===== src/rtl/tt_pad_cfg_ctrl.sv =====
// Runtime pad configuration controller: serial shadow load, checked commit,
// and staged one-pad-per-cycle application onto the pad_cfg bus.
module tt_pad_cfg_ctrl #(
   parameter int unsigned              N_PADS      = 64,
   parameter int unsigned              CFG_W       = 16,
   parameter logic [N_PADS*CFG_W-1:0]  DEFAULT_CFG = '0,
   parameter logic [N_PADS-1:0]        LOCK_MASK   = '0
) (
   input  logic                       clk,
   input  logic                       rst,
   input  logic                       cfg_sdi,
   input  logic                       cfg_shift,
   input  logic                       cfg_commit,
   input  logic                       cfg_abort,
   output logic                       cfg_sdo,
   output logic [N_PADS*CFG_W-1:0]    pad_cfg,
   output logic                       busy,
   output logic                       done,
   output logic                       err
);

   localparam int unsigned TOTAL = N_PADS * CFG_W;
   localparam int unsigned CNT_W = $clog2(TOTAL + 1);
   localparam int unsigned IDX_W = (N_PADS > 1) ? $clog2(N_PADS) : 1;

   typedef enum logic [1:0] {
      IDLE  = 2'd0,
      LOAD  = 2'd1,
      APPLY = 2'd2
   } state_t;

   state_t             state;
   logic [TOTAL-1:0]   shadow;
   logic [CNT_W-1:0]   bit_cnt;
   logic               ovf;
   logic [IDX_W-1:0]   pad_idx;

   logic               cnt_full_c;
   logic               idx_last_c;

   assign cnt_full_c = (bit_cnt == CNT_W'(TOTAL));
   assign idx_last_c = (pad_idx == IDX_W'(N_PADS - 1));

   // Controller state, shadow shift register and staged pad application
   always_ff @(posedge clk) begin
      if (rst) begin
         state   <= IDLE;
         shadow  <= DEFAULT_CFG;
         cfg_sdo <= DEFAULT_CFG[TOTAL-1];
         pad_cfg <= DEFAULT_CFG;
         bit_cnt <= '0;
         ovf     <= 1'b0;
         pad_idx <= '0;
         busy    <= 1'b0;
         done    <= 1'b0;
         err     <= 1'b0;
      end else begin
         done <= 1'b0;
         unique case (state)
            IDLE: begin
               // abort outranks the other strobes even though it does nothing here
               if (cfg_abort) begin
                  state <= IDLE;
               end else if (cfg_commit) begin
                  err <= 1'b1;
               end else if (cfg_shift) begin
                  err     <= 1'b0;
                  ovf     <= 1'b0;
                  shadow  <= {shadow[TOTAL-2:0], cfg_sdi};
                  cfg_sdo <= shadow[TOTAL-2];
                  bit_cnt <= CNT_W'(1);
                  state   <= LOAD;
                  busy    <= 1'b1;
               end
            end

            LOAD: begin
               if (cfg_abort) begin
                  bit_cnt <= '0;
                  ovf     <= 1'b0;
                  state   <= IDLE;
                  busy    <= 1'b0;
               end else if (cfg_commit) begin
                  if (cnt_full_c && !ovf) begin
                     pad_idx <= '0;
                     state   <= APPLY;
                  end else begin
                     err     <= 1'b1;
                     bit_cnt <= '0;
                     state   <= IDLE;
                     busy    <= 1'b0;
                  end
               end else if (cfg_shift) begin
                  shadow  <= {shadow[TOTAL-2:0], cfg_sdi};
                  cfg_sdo <= shadow[TOTAL-2];
                  if (cnt_full_c) begin
                     ovf <= 1'b1;
                  end else begin
                     bit_cnt <= bit_cnt + CNT_W'(1);
                  end
               end
            end

            APPLY: begin
               // locked pads never leave their reset word
               if (!LOCK_MASK[pad_idx]) begin
                  pad_cfg[CFG_W*pad_idx +: CFG_W] <= shadow[CFG_W*pad_idx +: CFG_W];
               end
               if (idx_last_c) begin
                  pad_idx <= '0;
                  bit_cnt <= '0;
                  done    <= 1'b1;
                  state   <= IDLE;
                  busy    <= 1'b0;
               end else begin
                  pad_idx <= pad_idx + IDX_W'(1);
               end
            end

            default: begin
               state <= IDLE;
               busy  <= 1'b0;
            end
         endcase
      end
   end

endmodule


===== config.mk =====
export PLATFORM = sky130hd
export DESIGN_NAME = tt_pad_cfg_ctrl
export DESIGN_NICKNAME = d
export VERILOG_FILES = /design/src/rtl/tt_pad_cfg_ctrl.sv
export SDC_FILE = /design/constraint.sdc
export NUM_CORES = 2
export LEC_CHECK = 0
export ABC_AREA = 1
export BUFFER_PORTS_ARGS = -buffer_cell sky130_fd_sc_hd__buf_4
export CAP_MARGIN = 20
export CORE_AREA = 2 2 406 408
export CTS_CLUSTER_SIZE = 14
export DETAILED_ROUTE_END_ITERATION = 8
export DIE_AREA = 0 0 408 410
export GPL_ROUTABILITY_DRIVEN = 0
export HOLD_SLACK_MARGIN = 0.12
export PLACE_DENSITY = 0.72
export SKIP_LAST_GASP = 1
export SLEW_MARGIN = 0
export SYNTH_ARGS = -nofsm -noshare
export SYNTH_HDL_FRONTEND = slang
export SYNTH_SLANG_ARGS = --single-unit

===== constraint.sdc =====
create_clock -name clk -period 4.3 [get_ports clk]
set_clock_uncertainty 0.2 [all_clocks]
set_input_delay 0.86 -clock clk [delete_from_list [all_inputs] [get_ports clk]]
set_output_delay 0.86 -clock clk [all_outputs]
set_load 0.01 [all_outputs]

After elaboration in Yosys (flattened, before gate mapping)
Memory sizes are Yosys's and may differ from the RTL's. A register that Yosys moved wholly into a read port is not among the register bits.
Index checks and enable logic that the tools add are counted.
Storage, ports and cells
  output and inout port bits: 1028
  bits in latches: 0
  input port bits: 6
  memories: 1
  ROM bits: 64
  memory bits (writable): 0
  logic and storage cells: 111
  register bits: 2072
Memory list
  (name not given): words 64, width 1, rd ports 1, clocked after memory_dff 1, wr ports 0, line 106  | if (!LOCK_MASK[pad_idx]) begin
Operators by class
  eq/ne operators: 23
  bitwise logic cells: 4
  muxes and demuxes: 50
  $add $sub $neg: 3
  reductions and logical operators: 16
  divide/modulo/power cells: 0
  shifts and indexed selects: 3
  $lt $le $gt $ge: 1
  $mul: 0
Operator list (count)
  1024-bit bitwise mux: 1
  16-bit by 34-bit variable shift with 1024-bit output, first input constant: 1
  1024-bit by 11-bit indexed part select with 16-bit output: 1
  16-bit by 34-bit indexed part select with 1024-bit output: 1
  11-bit two-way mux: 9
  6-bit two-way mux: 6
  10-bit negator with 34-bit output: 1
  11-bit case mux with 3 select lines: 1
  3-bit inequality test, second input constant: 8
  1-bit two-way mux: 21
  2-bit inequality test, second input constant: 8
  2-bit two-way mux: 7
  4-bit inequality test, second input constant: 3
  6-bit case mux with 2 select lines: 1
  4-bit AND reduction: 3
  6-bit AND reduction: 2
  11-bit by 1-bit adder with 11-bit output, second input constant: 1
  11-bit equality test, second input constant: 1
  8-bit AND reduction: 1
  6-bit by 7-bit less-than comparator with 1-bit output, second input constant: 1
  7-bit AND reduction: 1
  6-bit by 1-bit adder with 6-bit output, second input constant: 1
  6-bit equality test, second input constant: 1
  2-bit case mux with 3 select lines: 1
  12 further kinds: 18

Logic depth before layout (Yosys ltp)
  word-level depth: 8
  depth in mapped cells: 18
  gate-level depth less buffers: 14

Worst setup path before layout
OpenSTA, ideal clock, no wires.
  path kind: register -> register
  from: register pad_idx[0]
  to: register pad_cfg[802]
  library setup time: 0.130 ns
  path buffers: 7
  setup slack: 0.969 ns
  data required time: 3.970 ns
  cell stages (with the launch flop): 14
  arrival: 3.001 ns
  period minus slack after synthesis: 3.331 ns
  cell sequence: dfxtp_1 > buf_4 > inv_2 > buf_6 > buf_6 > buf_2 > buf_2 > ha_1 > buf_2 > inv_2 > buf_1 > nor2_4 > nand3_1 > a21oi_1
Between the ends
  word-level cells in the longest chain between the ends: 3
  elaborated cells on any way between the ends: 5
  those cells by class: add/sub: 1; shift: 3; mux: 1
RTL lines
  start: declaration: line 36  | logic [IDX_W-1:0] pad_idx;
  start signal: assignment: line 116  | pad_idx <= pad_idx + IDX_W'(1);
  1024-bit by 11-bit indexed part select with 16-bit output / 10-bit negator with 34-bit output (equally long branches): line 107  | pad_cfg[CFG_W*pad_idx +: CFG_W] <= shadow[CFG_W*pad_idx +: CFG_W];
  16-bit by 34-bit indexed part select with 1024-bit output / 16-bit by 34-bit variable shift with 1024-bit output (equally long branches): line 107
  1024-bit bitwise mux *: line 107
  end signal: indexed assignment: line 107
  end: declaration: line 16  | output logic [N_PADS*CFG_W-1:0] pad_cfg,
Every way passes the cells marked *; elsewhere a longest branch is shown, timed or not.
A chain may end at the register's enable or synchronous reset.

Final worst setup path
  from: register pad_idx[1]
  to: register pad_cfg[792]
The elaborated chain is that of the path after synthesis.

==> metrics <==
worst-margin pin slew=a little under 1 ns; crit end category=register; WP data required=4.90 ns; Leak=40.77 nW; grt met3 use=0.1580; Total GRT Usage=0.4280; outcome=finished with violations; initial antenna violation count=37; antenna-violating nets left=0; # IOs=a little over 1,000; Starting DRT DRC Count=around 12,000; min-delay worst type=in2reg; area of the core=about 160,000 µm²; pwr/cell area=408.0 nW/µm²; vias in the first global route=around 76,000; H-tree Lvls=4; Worst EP arrival=5.01 ns; die area=167,300 µm²; Post-layout nets=~12,000; DP Wirelength=between 200 and 300 mm; CTS tree=done; final wirelength=376.2 mm; first-pass GRT wire length=approximately 530 mm; Fillers=14,400; Worst setup SP type=register; I/O Buffers=1,033; routed vias/inst=about 6; CTS root buffer=clkbuf_16; postcts setup bufs=0; Post-synth top flop=dfxtp_1; Post-synth EDFFs=0; setup ws final=-0.1043 ns; Tot Pwr=between 40 and 50 mW; area share of the largest cell type after synthesis=0.4967; area delta synth->final=20.87%; ranking of synthesized cells by area=dfxtp_1 50%, a21oi_1 13%, o21ai_0 12%; Net Count, Synth=about 11,000; Syn Std Cell Area=83,460 µm²; cells after synthesis=between 10,000 and 15,000; post-synth top area cell=dfxtp_1; final setup fails=4; Crit Path Category=reg2reg; largest net degree at the start of global routing=~270; Final Max Tran Viols=0; most frequent cell after synthesis=a21oi_1; drt first pass iters=8; GR peak layer=met2; fin crit share=1.024; worst-skew pair later-pin latency=0.88 ns; worst-path fanout max=44; FF+latch count, synth=between 2,000 and 2,500; relative slew slack=0.3525; Max IR drop VDD=roughly 0.00050 V; Peak Freq=227.0 MHz; Hold Slack=about 0.22 ns; Clk pin slew, worst setup/hold paths=~0.060 ns; Congestion Overflow GR=0; met1 Usage GRT=0.4933; commonest cells in the netlist=2,161 x a21oi_1, 2,071 x dfxtp_1, 2,038 x o21ai_0; post-route setup TNS=-0.1551 ns; # rows=approximately 150; cts bufs inserted=207; min cycle time layout=between 4 and 5 ns; die width=slightly above 400 µm; unrepaired setup endpoints after global routing=no; met2 usage=0.6123; failing checks=setup timing; syn avg cell area=about 7.6 µm²; Synth Warn #=0; Max Cap Viol=0; Clock Path Buffers=3; Vias=around 84,000; Final Hold Fails=0; ratio of cells with drive above 1 in the final layout=0.1620; CTS Sinks=between 2,000 and 2,500; Async SR Flop Fraction=0; wire per inst=26.85 µm; die height=410 µm; sequential fraction of the synthesis area=0.4967; Distinct cells, synth=39; initial core utilization=0.5105; DRC=0
logic make-up (layout without fill, tap and decap cells):
logic type / after synthesis / in the layout / share of synthesized area
buf+inv: 2077 / 2855 / 0.09767
compound gates: 4375 / 4375 / 0.2661
simple gates: 2487 / 2487 / 0.1374
other cells: 0 / 20 / 0
fa+ha+maj: 9 / 9 / 0.001349
xor+xnor: 5 / 5 / 0.0007047
flops: 2071 / 2071 / 0.4967
final timing paths:
path / startpoint / to / slack (ns) / depth (start not counted)
max reg2reg: pad_idx[1] / pad_cfg[792] / -0.10 / 14
min reg2reg: shadow[582] / shadow[582] / 0.26 / 2
min: cfg_abort / state[0] / 0.22 / 4
max: pad_idx[1] / pad_cfg[792] / -0.10 / 14
cell type report:
type                    instances  area [µm²]  area share
inverters                    1104        4180     0.04144
diodes                         20       50.05   0.0004961
clock inverters                65        1052     0.01043
flip-flops and latches       2071       41470      0.4110
repair buffers               1370       11070      0.1098
clock buffers                 316        6274     0.06218
multi-input cells            6876       34050      0.3375
well taps                    2189        2739     0.02715
repair_timing:
action | CTS | global route
endpoints found under the setup margin | 0 | 1
resized for setup | 0 | 1
hold endpoints to repair | 2 | 0
hold buffers | 2 | 0
metal layers:
| metal | routed length (µm) | share of wire |
|---|---|---|
| met3 | 46520 | 0.12 |
| met5 | 209 | 0.00056 |
| met2 | 154600 | 0.41 |
| met4 | 42460 | 0.11 |
| met1 | 132300 | 0.35 |
layout by cell type (no fill, tap or decap), types with 69 or more instances in the layout:
cell type / instances
nand3_1: 979
buf_4: 1302
nor2_2: 69
inv_1: 1089
nor2_1: 87
a21oi_1: 2161
o21ai_0: 2038
clkbuf_16: 210
nand2_1: 1201
o211ai_1: 113
dfxtp_1: 2068
power breakdown:
| group | switching (mW) | internal [mW] |
|---|---|---|
| clock | 8.23 | 11.2 |
| sequential | 0.286 | 19.7 |
| combinational | 1.22 | 0.543 |
critical path: stages, from the launching register on:
cell      delay, ns
dfxtp_4        0.53
inv_6          0.24
buf_12         0.27
buf_4          0.24
o211ai_1       0.10
nand3_1        0.09
nand3_1        0.17
nand2_1        0.23
nand3_1        0.24
nand2_1        0.30
nand3_2        0.18
nor2_4         0.28
nand3_1        0.63
buf_4          0.39
a21oi_1        0.11
metrics by stage:
stage | setup WS (ns) | instances | utilization | cell area [µm²]
floorplan | 0.9690 | 11020 | - | 83460
global placement | 0.1454 | 13600 | 0.5713 | 93400
detailed placement | 0.1449 | 13600 | 0.5713 | 93410
CTS | 0.1169 | 13990 | 0.6163 | 100800
global route | 0.03914 | 13990 | 0.6168 | 100800
finish | -0.1043 | 14010 | 0.6170 | 100900
flip-flops by register name, summed over array words and instances (netlist names):
name / flops
state: 2
shadow: 1023
done: 1
cfg_sdo: 1
pad_cfg: 1024
bit_cnt: 11
busy: 1
pad_idx: 6
ovf: 1
err: 1
(Power assumes the default switching activity.)
